==> config.mk <==
export PLATFORM = sky130hd
export DESIGN_NAME = mem_port_arbiter_flat
export DESIGN_NICKNAME = d
export VERILOG_FILES = /design/src/rtl/mem_port_arbiter_if.sv /design/src/rtl/mem_port_arbiter.sv /design/src/flat_wrapper.sv
export SDC_FILE = /design/constraint.sdc
export NUM_CORES = 1
export LEC_CHECK = 0
export CAP_MARGIN = 30
export CORE_UTILIZATION = 47
export DETAILED_ROUTE_END_ITERATION = 8
export PLACE_DENSITY = 0.86
export REMOVE_ABC_BUFFERS = 1
export SKIP_CTS_REPAIR_TIMING = 1
export SLEW_MARGIN = 40
export SYNTH_ARGS = -nofsm -noshare
export SYNTH_HDL_FRONTEND = slang
export SYNTH_SLANG_ARGS = --single-unit
==> constraint.sdc <==
create_clock -name clk -period 2.85 [get_ports clk]
set_input_delay 0.57 -clock clk [delete_from_list [all_inputs] [get_ports clk]]
set_output_delay 0.57 -clock clk [all_outputs]
set_load 0.05 [all_outputs]
==> src/rtl/mem_port_arbiter_if.sv <==
// mem_port_arbiter_if: bundles the CPU, DMA and SRAM-side signals of the
// data-memory port arbiter. The slave modport is the arbiter's view; the
// master modport is the view of the requesters and SRAM wrapper.
interface mem_port_arbiter_if;
    // CPU (pipeline MEM stage) side
    logic        cpu_req;
    logic        cpu_we;
    logic [10:0] cpu_addr;
    logic [15:0] cpu_wdata;
    logic [15:0] cpu_rdata;
    logic        cpu_done;
    logic        cpu_stall;
    // DMA / debug loader side
    logic        dma_req;
    logic        dma_we;
    logic [10:0] dma_addr;
    logic [15:0] dma_wdata;
    logic [15:0] dma_rdata;
    logic        dma_gnt;
    logic        dma_done;
    // SRAM wrapper side
    logic        mem_en;
    logic        mem_we;
    logic [10:0] mem_addr;
    logic [15:0] mem_wdata;
    logic [15:0] mem_rdata;

    modport slave (
        input  cpu_req, cpu_we, cpu_addr, cpu_wdata,
        output cpu_rdata, cpu_done, cpu_stall,
        input  dma_req, dma_we, dma_addr, dma_wdata,
        output dma_rdata, dma_gnt, dma_done,
        output mem_en, mem_we, mem_addr, mem_wdata,
        input  mem_rdata
    );

    modport master (
        output cpu_req, cpu_we, cpu_addr, cpu_wdata,
        input  cpu_rdata, cpu_done, cpu_stall,
        output dma_req, dma_we, dma_addr, dma_wdata,
        input  dma_rdata, dma_gnt, dma_done,
        input  mem_en, mem_we, mem_addr, mem_wdata,
        output mem_rdata
    );
endinterface

==> src/rtl/mem_port_arbiter.sv <==
// mem_port_arbiter: shares the single 2K x 16 data-memory port between the
// pipeline MEM stage (CPU) and a DMA/debug loader. Each access runs
// IDLE -> ACCESS (LAT cycles) -> DONE. Default arbitration is CPU priority
// with a starvation guard that forces DMA through after MAX_WAIT denials.
// Define ARB_ROUND_ROBIN_EN to alternate ownership on simultaneous requests
// instead (CPU first after reset).
module mem_port_arbiter #(
    parameter int LAT      = 2,
    parameter int MAX_WAIT = 4
) (
    input  logic              clk,
    input  logic              rst,     // asynchronous, active low
    mem_port_arbiter_if.slave arb_if
);
    typedef enum logic [1:0] {ST_IDLE, ST_ACCESS, ST_DONE} state_t;

    localparam logic [3:0] CNT_LAST = 4'(LAT - 1);

    state_t      state_q, state_d;
    logic        owner_q, owner_d;          // 0 = CPU, 1 = DMA
    logic [3:0]  cnt_q, cnt_d;
    logic        mem_en_q, mem_en_d;
    logic        mem_we_q, mem_we_d;
    logic [10:0] mem_addr_q, mem_addr_d;
    logic [15:0] mem_wdata_q, mem_wdata_d;
    logic [15:0] cpu_rdata_q, cpu_rdata_d;
    logic [15:0] dma_rdata_q, dma_rdata_d;
    logic        cpu_done_q, cpu_done_d;
    logic        dma_done_q, dma_done_d;
    logic        dma_gnt_q, dma_gnt_d;
    logic        cpu_win, dma_win;

`ifdef ARB_ROUND_ROBIN_EN
    // set when DMA should win the next simultaneous request
    logic        dma_pri_q, dma_pri_d;

    // winner selection: alternate owners when both request
    always_comb begin
        dma_win = arb_if.dma_req & (~arb_if.cpu_req | dma_pri_q);
        cpu_win = arb_if.cpu_req & ~dma_win;
    end

    // priority flips to whoever did not win the latest grant
    always_comb begin
        dma_pri_d = dma_pri_q;
        if (state_q == ST_IDLE && (cpu_win || dma_win)) begin
            dma_pri_d = cpu_win;
        end
    end

    // priority register
    always_ff @(posedge clk or negedge rst) begin
        if (!rst) begin
            dma_pri_q <= 1'b0;
        end else begin
            dma_pri_q <= dma_pri_d;
        end
    end
`else
    localparam logic [7:0] WAIT_MAX = 8'(MAX_WAIT);
    logic [7:0] wait_cnt_q, wait_cnt_d;

    // winner selection: CPU first unless DMA has waited MAX_WAIT grants
    always_comb begin
        dma_win = arb_if.dma_req & (~arb_if.cpu_req | (wait_cnt_q == WAIT_MAX));
        cpu_win = arb_if.cpu_req & ~dma_win;
    end

    // count CPU grants taken while DMA was waiting; saturate at the limit
    always_comb begin
        wait_cnt_d = wait_cnt_q;
        if (!arb_if.dma_req) begin
            wait_cnt_d = 8'd0;
        end else if (state_q == ST_IDLE) begin
            if (dma_win) begin
                wait_cnt_d = 8'd0;
            end else if (cpu_win && wait_cnt_q != WAIT_MAX) begin
                wait_cnt_d = wait_cnt_q + 8'd1;
            end
        end
    end

    // starvation counter register
    always_ff @(posedge clk or negedge rst) begin
        if (!rst) begin
            wait_cnt_q <= 8'd0;
        end else begin
            wait_cnt_q <= wait_cnt_d;
        end
    end
`endif

    // FSM next state and registered outputs; all outputs hold unless changed
    always_comb begin
        state_d     = state_q;
        owner_d     = owner_q;
        cnt_d       = cnt_q;
        mem_en_d    = mem_en_q;
        mem_we_d    = mem_we_q;
        mem_addr_d  = mem_addr_q;
        mem_wdata_d = mem_wdata_q;
        cpu_rdata_d = cpu_rdata_q;
        dma_rdata_d = dma_rdata_q;
        cpu_done_d  = 1'b0;
        dma_done_d  = 1'b0;
        dma_gnt_d   = dma_gnt_q;
        case (state_q)
            ST_IDLE: begin
                if (cpu_win || dma_win) begin
                    state_d   = ST_ACCESS;
                    owner_d   = dma_win;
                    cnt_d     = 4'd0;
                    mem_en_d  = 1'b1;
                    dma_gnt_d = dma_win;
                    if (dma_win) begin
                        mem_we_d    = arb_if.dma_we;
                        mem_addr_d  = arb_if.dma_addr;
                        mem_wdata_d = arb_if.dma_wdata;
                    end else begin
                        mem_we_d    = arb_if.cpu_we;
                        mem_addr_d  = arb_if.cpu_addr;
                        mem_wdata_d = arb_if.cpu_wdata;
                    end
                end
            end
            ST_ACCESS: begin
                if (cnt_q == CNT_LAST) begin
                    state_d  = ST_DONE;
                    cnt_d    = 4'd0;
                    mem_en_d = 1'b0;
                    mem_we_d = 1'b0;
                    // read data is only valid on the final access cycle
                    if (!mem_we_q) begin
                        if (owner_q) begin
                            dma_rdata_d = arb_if.mem_rdata;
                        end else begin
                            cpu_rdata_d = arb_if.mem_rdata;
                        end
                    end
                    if (owner_q) begin
                        dma_done_d = 1'b1;
                    end else begin
                        cpu_done_d = 1'b1;
                    end
                end else begin
                    cnt_d = cnt_q + 4'd1;
                end
            end
            ST_DONE: begin
                state_d   = ST_IDLE;
                dma_gnt_d = 1'b0;
            end
            default: begin
                state_d = ST_IDLE;
            end
        endcase
    end

    // state and output registers; reset abandons any access in flight
    always_ff @(posedge clk or negedge rst) begin
        if (!rst) begin
            state_q     <= ST_IDLE;
            owner_q     <= 1'b0;
            cnt_q       <= 4'd0;
            mem_en_q    <= 1'b0;
            mem_we_q    <= 1'b0;
            mem_addr_q  <= 11'd0;
            mem_wdata_q <= 16'd0;
            cpu_rdata_q <= 16'd0;
            dma_rdata_q <= 16'd0;
            cpu_done_q  <= 1'b0;
            dma_done_q  <= 1'b0;
            dma_gnt_q   <= 1'b0;
        end else begin
            state_q     <= state_d;
            owner_q     <= owner_d;
            cnt_q       <= cnt_d;
            mem_en_q    <= mem_en_d;
            mem_we_q    <= mem_we_d;
            mem_addr_q  <= mem_addr_d;
            mem_wdata_q <= mem_wdata_d;
            cpu_rdata_q <= cpu_rdata_d;
            dma_rdata_q <= dma_rdata_d;
            cpu_done_q  <= cpu_done_d;
            dma_done_q  <= dma_done_d;
            dma_gnt_q   <= dma_gnt_d;
        end
    end

    assign arb_if.mem_en    = mem_en_q;
    assign arb_if.mem_we    = mem_we_q;
    assign arb_if.mem_addr  = mem_addr_q;
    assign arb_if.mem_wdata = mem_wdata_q;
    assign arb_if.cpu_rdata = cpu_rdata_q;
    assign arb_if.dma_rdata = dma_rdata_q;
    assign arb_if.cpu_done  = cpu_done_q;
    assign arb_if.dma_done  = dma_done_q;
    assign arb_if.dma_gnt   = dma_gnt_q;
    // hold the pipeline until the done cycle so it advances exactly once
    assign arb_if.cpu_stall = arb_if.cpu_req & ~cpu_done_q;
endmodule

==> src/flat_wrapper.sv <==
// flat-port wrapper written by rule: the top's interface ports become plain ports
module mem_port_arbiter_flat 
#(
    parameter int LAT      = 2,
    parameter int MAX_WAIT = 4
)
  (clk, rst, arb_if_cpu_req, arb_if_cpu_we, arb_if_cpu_addr, arb_if_cpu_wdata, arb_if_cpu_rdata, arb_if_cpu_done, arb_if_cpu_stall, arb_if_dma_req, arb_if_dma_we, arb_if_dma_addr, arb_if_dma_wdata, arb_if_dma_rdata, arb_if_dma_gnt, arb_if_dma_done, arb_if_mem_en, arb_if_mem_we, arb_if_mem_addr, arb_if_mem_wdata, arb_if_mem_rdata);
  mem_port_arbiter_if arb_if_i ();
  input  logic clk;
  input  logic rst;
  input wire logic [$bits(arb_if_i.cpu_req)-1:0] arb_if_cpu_req;
  input wire logic [$bits(arb_if_i.cpu_we)-1:0] arb_if_cpu_we;
  input wire logic [$bits(arb_if_i.cpu_addr)-1:0] arb_if_cpu_addr;
  input wire logic [$bits(arb_if_i.cpu_wdata)-1:0] arb_if_cpu_wdata;
  output wire logic [$bits(arb_if_i.cpu_rdata)-1:0] arb_if_cpu_rdata;
  output wire logic [$bits(arb_if_i.cpu_done)-1:0] arb_if_cpu_done;
  output wire logic [$bits(arb_if_i.cpu_stall)-1:0] arb_if_cpu_stall;
  input wire logic [$bits(arb_if_i.dma_req)-1:0] arb_if_dma_req;
  input wire logic [$bits(arb_if_i.dma_we)-1:0] arb_if_dma_we;
  input wire logic [$bits(arb_if_i.dma_addr)-1:0] arb_if_dma_addr;
  input wire logic [$bits(arb_if_i.dma_wdata)-1:0] arb_if_dma_wdata;
  output wire logic [$bits(arb_if_i.dma_rdata)-1:0] arb_if_dma_rdata;
  output wire logic [$bits(arb_if_i.dma_gnt)-1:0] arb_if_dma_gnt;
  output wire logic [$bits(arb_if_i.dma_done)-1:0] arb_if_dma_done;
  output wire logic [$bits(arb_if_i.mem_en)-1:0] arb_if_mem_en;
  output wire logic [$bits(arb_if_i.mem_we)-1:0] arb_if_mem_we;
  output wire logic [$bits(arb_if_i.mem_addr)-1:0] arb_if_mem_addr;
  output wire logic [$bits(arb_if_i.mem_wdata)-1:0] arb_if_mem_wdata;
  input wire logic [$bits(arb_if_i.mem_rdata)-1:0] arb_if_mem_rdata;
  assign arb_if_i.cpu_req = arb_if_cpu_req;
  assign arb_if_i.cpu_we = arb_if_cpu_we;
  assign arb_if_i.cpu_addr = arb_if_cpu_addr;
  assign arb_if_i.cpu_wdata = arb_if_cpu_wdata;
  assign arb_if_cpu_rdata = arb_if_i.cpu_rdata;
  assign arb_if_cpu_done = arb_if_i.cpu_done;
  assign arb_if_cpu_stall = arb_if_i.cpu_stall;
  assign arb_if_i.dma_req = arb_if_dma_req;
  assign arb_if_i.dma_we = arb_if_dma_we;
  assign arb_if_i.dma_addr = arb_if_dma_addr;
  assign arb_if_i.dma_wdata = arb_if_dma_wdata;
  assign arb_if_dma_rdata = arb_if_i.dma_rdata;
  assign arb_if_dma_gnt = arb_if_i.dma_gnt;
  assign arb_if_dma_done = arb_if_i.dma_done;
  assign arb_if_mem_en = arb_if_i.mem_en;
  assign arb_if_mem_we = arb_if_i.mem_we;
  assign arb_if_mem_addr = arb_if_i.mem_addr;
  assign arb_if_mem_wdata = arb_if_i.mem_wdata;
  assign arb_if_i.mem_rdata = arb_if_mem_rdata;
  mem_port_arbiter #(.LAT(LAT), .MAX_WAIT(MAX_WAIT)) u_core (.clk(clk), .rst(rst), .arb_if(arb_if_i));
endmodule
; Yosys cells after proc, flatten, opt, wreduce, memory -nomap -nowiden
; Index checks and enable logic that the tools add are counted.
[totals]
register_bits = 79
latch_bits = 0
mem_bits_rw = 0
mem_bits_ro = 0
in_bits = 76
output_inout_bits = 65
elab_cells = 72
memories = 0
[op_classes]
addsub = 2
multipliers = 0
div_mod_pow = 0
order_cmp = 0
n_eq_ne = 9
n_shift = 0
n_mux = 26
bitwise_logic = 9
n_reduce_logical = 13
[ops]
columns = operator, n
row1 = 2-to-1 mux 8 bit, 4
row2 = 2-to-1 mux 16 bit, 1
row3 = 2-to-1 mux 1 bit, 11
row4 = 2-to-1 mux 11 bit, 1
row5 = AND reduction 2 bit, 5
row6 = "adder 8 x 1 -> 8 bit, second input constant", 1
row7 = "equality test 8 x 3 -> 1 bit, second input constant", 1
row8 = 2-to-1 mux 4 bit, 2
row9 = "inequality test 8 x 3 -> 1 bit, second input constant", 1
row10 = one-hot mux 4 bit (2 select lines), 1
row11 = AND reduction 4 bit, 2
row12 = one-hot mux 1 bit (2 select lines), 3
row13 = inverter 1 bit, 5
row14 = "adder 4 x 1 -> 4 bit, second input constant", 1
row15 = "equality test 4 x 1 -> 1 bit, second input constant", 1
row16 = 2-to-1 mux 2 bit, 2
row17 = "inequality test 2 x 1 -> 1 bit, second input constant", 2
row18 = one-hot mux 2 bit (2 select lines), 1
row19 = nonzero test 2 bit, 2
row20 = bitwise AND 1 bit, 3
row21 = "inequality test 3 x 1 -> 1 bit, second input constant", 1
row22 = AND reduction 3 bit, 1
row23 = "equality test 2 x 1 -> 1 bit, second input constant", 1
row24 = "equality test 2 bit, second input constant", 1
row25 = other kinds (5), 5

; Longest topological paths before layout
[depth]
word_depth = 10
mapped_depth = 8
ltp_nobuf = 6

; Worst setup path before layout
; Ideal clock, no wire load.
[synth_timing]
path_kind = register to output
startpoint = register u_core.cpu_done_q, in the netlist u_core.arb_if.cpu_done
endpoint = output arb_if_cpu_stall
arrival_time_ps = 1318
setup_slack_ps = 962
stages_incl_launch_ff = 2
path_buffers = 0
cell_sequence = dfrtp_1 > nor2b_1
[synth_via]
elab_chain_cells = 2
[synth_lines]
columns = item, line_no
row1 = start: declaration, mem_port_arbiter.sv:28  ; logic cpu_done_q, cpu_done_d;
row2 = start signal: assignment, mem_port_arbiter.sv:184  ; cpu_done_q <= cpu_done_d;
row3 = inverter 1 bit, mem_port_arbiter.sv:200  ; assign arb_if.cpu_stall = arb_if.cpu_req & ~cpu_done_q;
row4 = bitwise AND 1 bit, mem_port_arbiter.sv:200
row5 = end: declaration, flat_wrapper.sv:17  ; output wire logic [$bits(arb_if_i.cpu_stall)-1:0] arb_if_cpu_stall;
; No other way between the ends.

; Final worst setup path
[layout_timing]
startpoint = register u_core.mem_we_q, in the netlist u_core.arb_if.mem_we
endpoint = output arb_if_mem_we
[layout_lines]
columns = item, line_no
row1 = start: declaration, mem_port_arbiter.sv:23  ; logic mem_we_q, mem_we_d;
row2 = start signal: assignment, mem_port_arbiter.sv:179  ; mem_we_q <= mem_we_d;
row3 = end: declaration, flat_wrapper.sv:26  ; output wire logic [$bits(arb_if_i.mem_we)-1:0] arb_if_mem_we;
; No word-level cell between the ends.

==> reports/metrics.cfg <==
[place]
dp_cells=552
placed_area_um2=4977
hpwl_um=6327
portBuffers=140
gp_congestion=0.7788

[critical_path]
critPathLaunch=u_core.arb_if.mem_we
critPathCaptureType=output pin
critPathTopFamily=buffers and inverters
cpMaxStageDelayCell=clkdlybuf4s50_1
cp_num_buf_inv=1
cpPeakStageDelay_ns=0.84
worstSetupPathType=reg -> out
path_cells=clkdlybuf4s50_1
worstPathArrival_ns=1.58
r2r-start=u_core.cnt_q[1]
worstPathRequired_ns=2.28
crit_path_max_fanout=4
startpoint_type=flop

[sta]
skew_ns=0.01464
rsz0062_at_grt=no
finalSetupTns_ns=0
period_share=0.7542
fin_crit_ns=2.149
hold_viol_final=0
tightest_slew_ns=0.7207
fmax_mhz=465.2
slew_violations=0
setup_viol=0
max-slew-margin-rel=0.5196

[yosys]
yosysUniqueCellTypes=40
ys_seq_area_frac=0.5659
syn_avg_cell_area_um2=10.82
netlist_instances=323
synthTopCellsByArea=dfrtp_1, a21oi_1, mux2_2, mux2_4, nand2_1
yosysTopAreaCellShare=0.5659
synth_area_um2=3493
synth_edf_count=0
synth_top_area_cell=dfrtp_1
async_flop_share=1.000
yosys_warnings=0
synth_ff_type=dfrtp_1
synth-seq-cells=79

[drt]
num_vias=2964
drc=0
final_antenna_net_count=0
drt-initial-drc-count=145
dr.pass1.iters=4
wl_per_cell_um=16.24
postRouteWirelength_um=9222
vias_per_cell=5.218

[floorplan]
ioPinCount=141
die_h_um=88.21
fp.dieW_um=88.21
die-area_um2=7781
core-area_um2=7214
rows=31
initial_core_util=0.4842

[status]
status=complete, no violations

[global_routing]
grt_pass1_vias=3042
grt_remaining_overflow=0
grt_antenna_before_repair=0
grt_max_degree=80
grt_pass1_wl_um=14190
track_usage=0.2382

[cells_and_area]
area_growth_pct=48.10
n_antenna_cell=0
final_area_um2=5174
n_fill_cell=505
layout.nets=544
layout-drive-gt1-share=0.1343
instances_no_fill=568

[cts]
cts_tree=yes
clock_sinks=79
numCtsBuffers=9
clock_path_buffers=2
path_clk_slew_ns=0.08
clk-insertion-delay-late_ns=0.34
cts_max_level=3
cts-root-buf=clkbuf_8

[min_path]
hp-class=in -> async

[power_and_ir_drop]
p_leak_nw=2.304
ir_drop_mv=0.8729
p_per_area_nw_per_um2=1281

[job]
cap_violations=0

==> layer usage <==
| layer | up-vias | wire length (um) | track usage | share of wire |
|---|---|---|---|---|
| met2 | 128 | 4663 | 0.4161 | 0.51 |
| met5 | - | 0 | 0 | 0 |
| met1 | 1423 | 3593 | 0.2738 | 0.39 |
| li1 | 1405 | - | - | - |
| met3 | 8 | 868 | 0.08022 | 0.094 |
| met4 | 0 | 97 | 0.08211 | 0.011 |
==> kinds of logic (layout without fill, tap and decap cells) <==
family,after synthesis,after routing,share of synthesized area
fa+ha+maj,4,4,0.01433
mux,32,32,0.1139
flops,79,79,0.5659
compound gates,85,85,0.1397
simple gates,100,100,0.1343
buf+inv,23,169,0.03187
==> worst paths after layout <==
kind / to / cells after the start / slack [ns]
setup reg to reg: u_core.arb_if.dma_rdata[14] / 6 / 0.71
hold / removal: u_core.arb_if.cpu_rdata[10] / 1 / 0.24
hold reg to reg: u_core.arb_if.dma_gnt / 1 / 0.49
setup / recovery: arb_if_mem_we / 1 / 0.70
max in group asynchronous: u_core.arb_if.mem_addr[10] / 1 / 2.08
min in group clk: u_core.arb_if.dma_gnt / 1 / 0.49
==> Yosys cell counts (all sizes together) (2+ instances only) <==
cell and n:
nand3 6, o32ai 2, o311ai 3, nor4 4, nand2 38, mux2 32, buf 6, ha 4
o21ai 10, a21o 8, nor3b 4, inv 8, clkbuf 9, nor2 36, a21oi 56, dfrtp 79
nor2b 2, o22ai 2
==> power breakdown <==
group	leakage [nW]	internal, mW	switching [mW]	total [mW]
clock network	0.103	0.407	0.417	0.823
registers	0.943	1.62	0.299	1.92
logic	1.26	1.40	2.49	3.88
==> cell type report <==
class | instances | area [um^2] | share of cell area
clock buffer | 9 | 123.9 | 0.02394
inverter | 8 | 30.03 | 0.005804
sequential | 79 | 1977 | 0.3821
tap | 99 | 123.9 | 0.02394
multi-input combinational | 221 | 1410 | 0.2726
clock inverter | 7 | 71.32 | 0.01378
timing repair buffer | 145 | 1438 | 0.2779
==> flip-flops by register name, summed over array words and instances, names as in the netlist, 2 cells and up <==
register	count
u_core.arb_if.cpu_rdata	16
u_core.wait_cnt_q	8
u_core.arb_if.dma_rdata	16
u_core.state_q	2
u_core.cnt_q	4
u_core.arb_if.mem_wdata	16
u_core.arb_if.mem_addr	11
==> layout by cell type, fill, tap and decap left out, types with 8 or more instances in the layout <==
| master | n |
|---|---|
| mux2_4 | 10 |
| clkbuf_8 | 9 |
| inv_1 | 8 |
| a21o_1 | 8 |
| nand2_1 | 37 |
| o21ai_0 | 8 |
| dfrtp_1 | 79 |
| a21oi_1 | 55 |
| mux2_2 | 22 |
| nor2_1 | 36 |
| clkdlybuf4s50_1 | 138 |
==> worst reg2reg max path, cell delays in order, from the launching register on <==
cell and delay [ns]:
dfrtp_1 0.40, inv_1 0.08, ha_1 0.14, nor3b_4 0.23, nand2_4 0.10, or3_2 0.68
mux2_4 0.39
==> through the flow <==
| step | total power, mW | setup WS (ns) | hold WS (ns) | utilization |
|---|---|---|---|---|
| final | 6.627 | 0.7006 | 0.2391 | 0.7171 |
| after global routing | 6.961 | 0.6246 | 0.2868 | 0.7171 |
| after CTS | 6.677 | 0.6476 | 0.2760 | 0.7170 |
| after detailed placement | 5.820 | 0.5511 | 0.4789 | 0.6899 |
| after global placement | 5.716 | 0.6627 | 0.4637 | 0.6894 |
| after floorplan | 4.459 | 0.2133 | 0.2744 | - |
No activity file was read; power rests on OpenSTA's default activity.
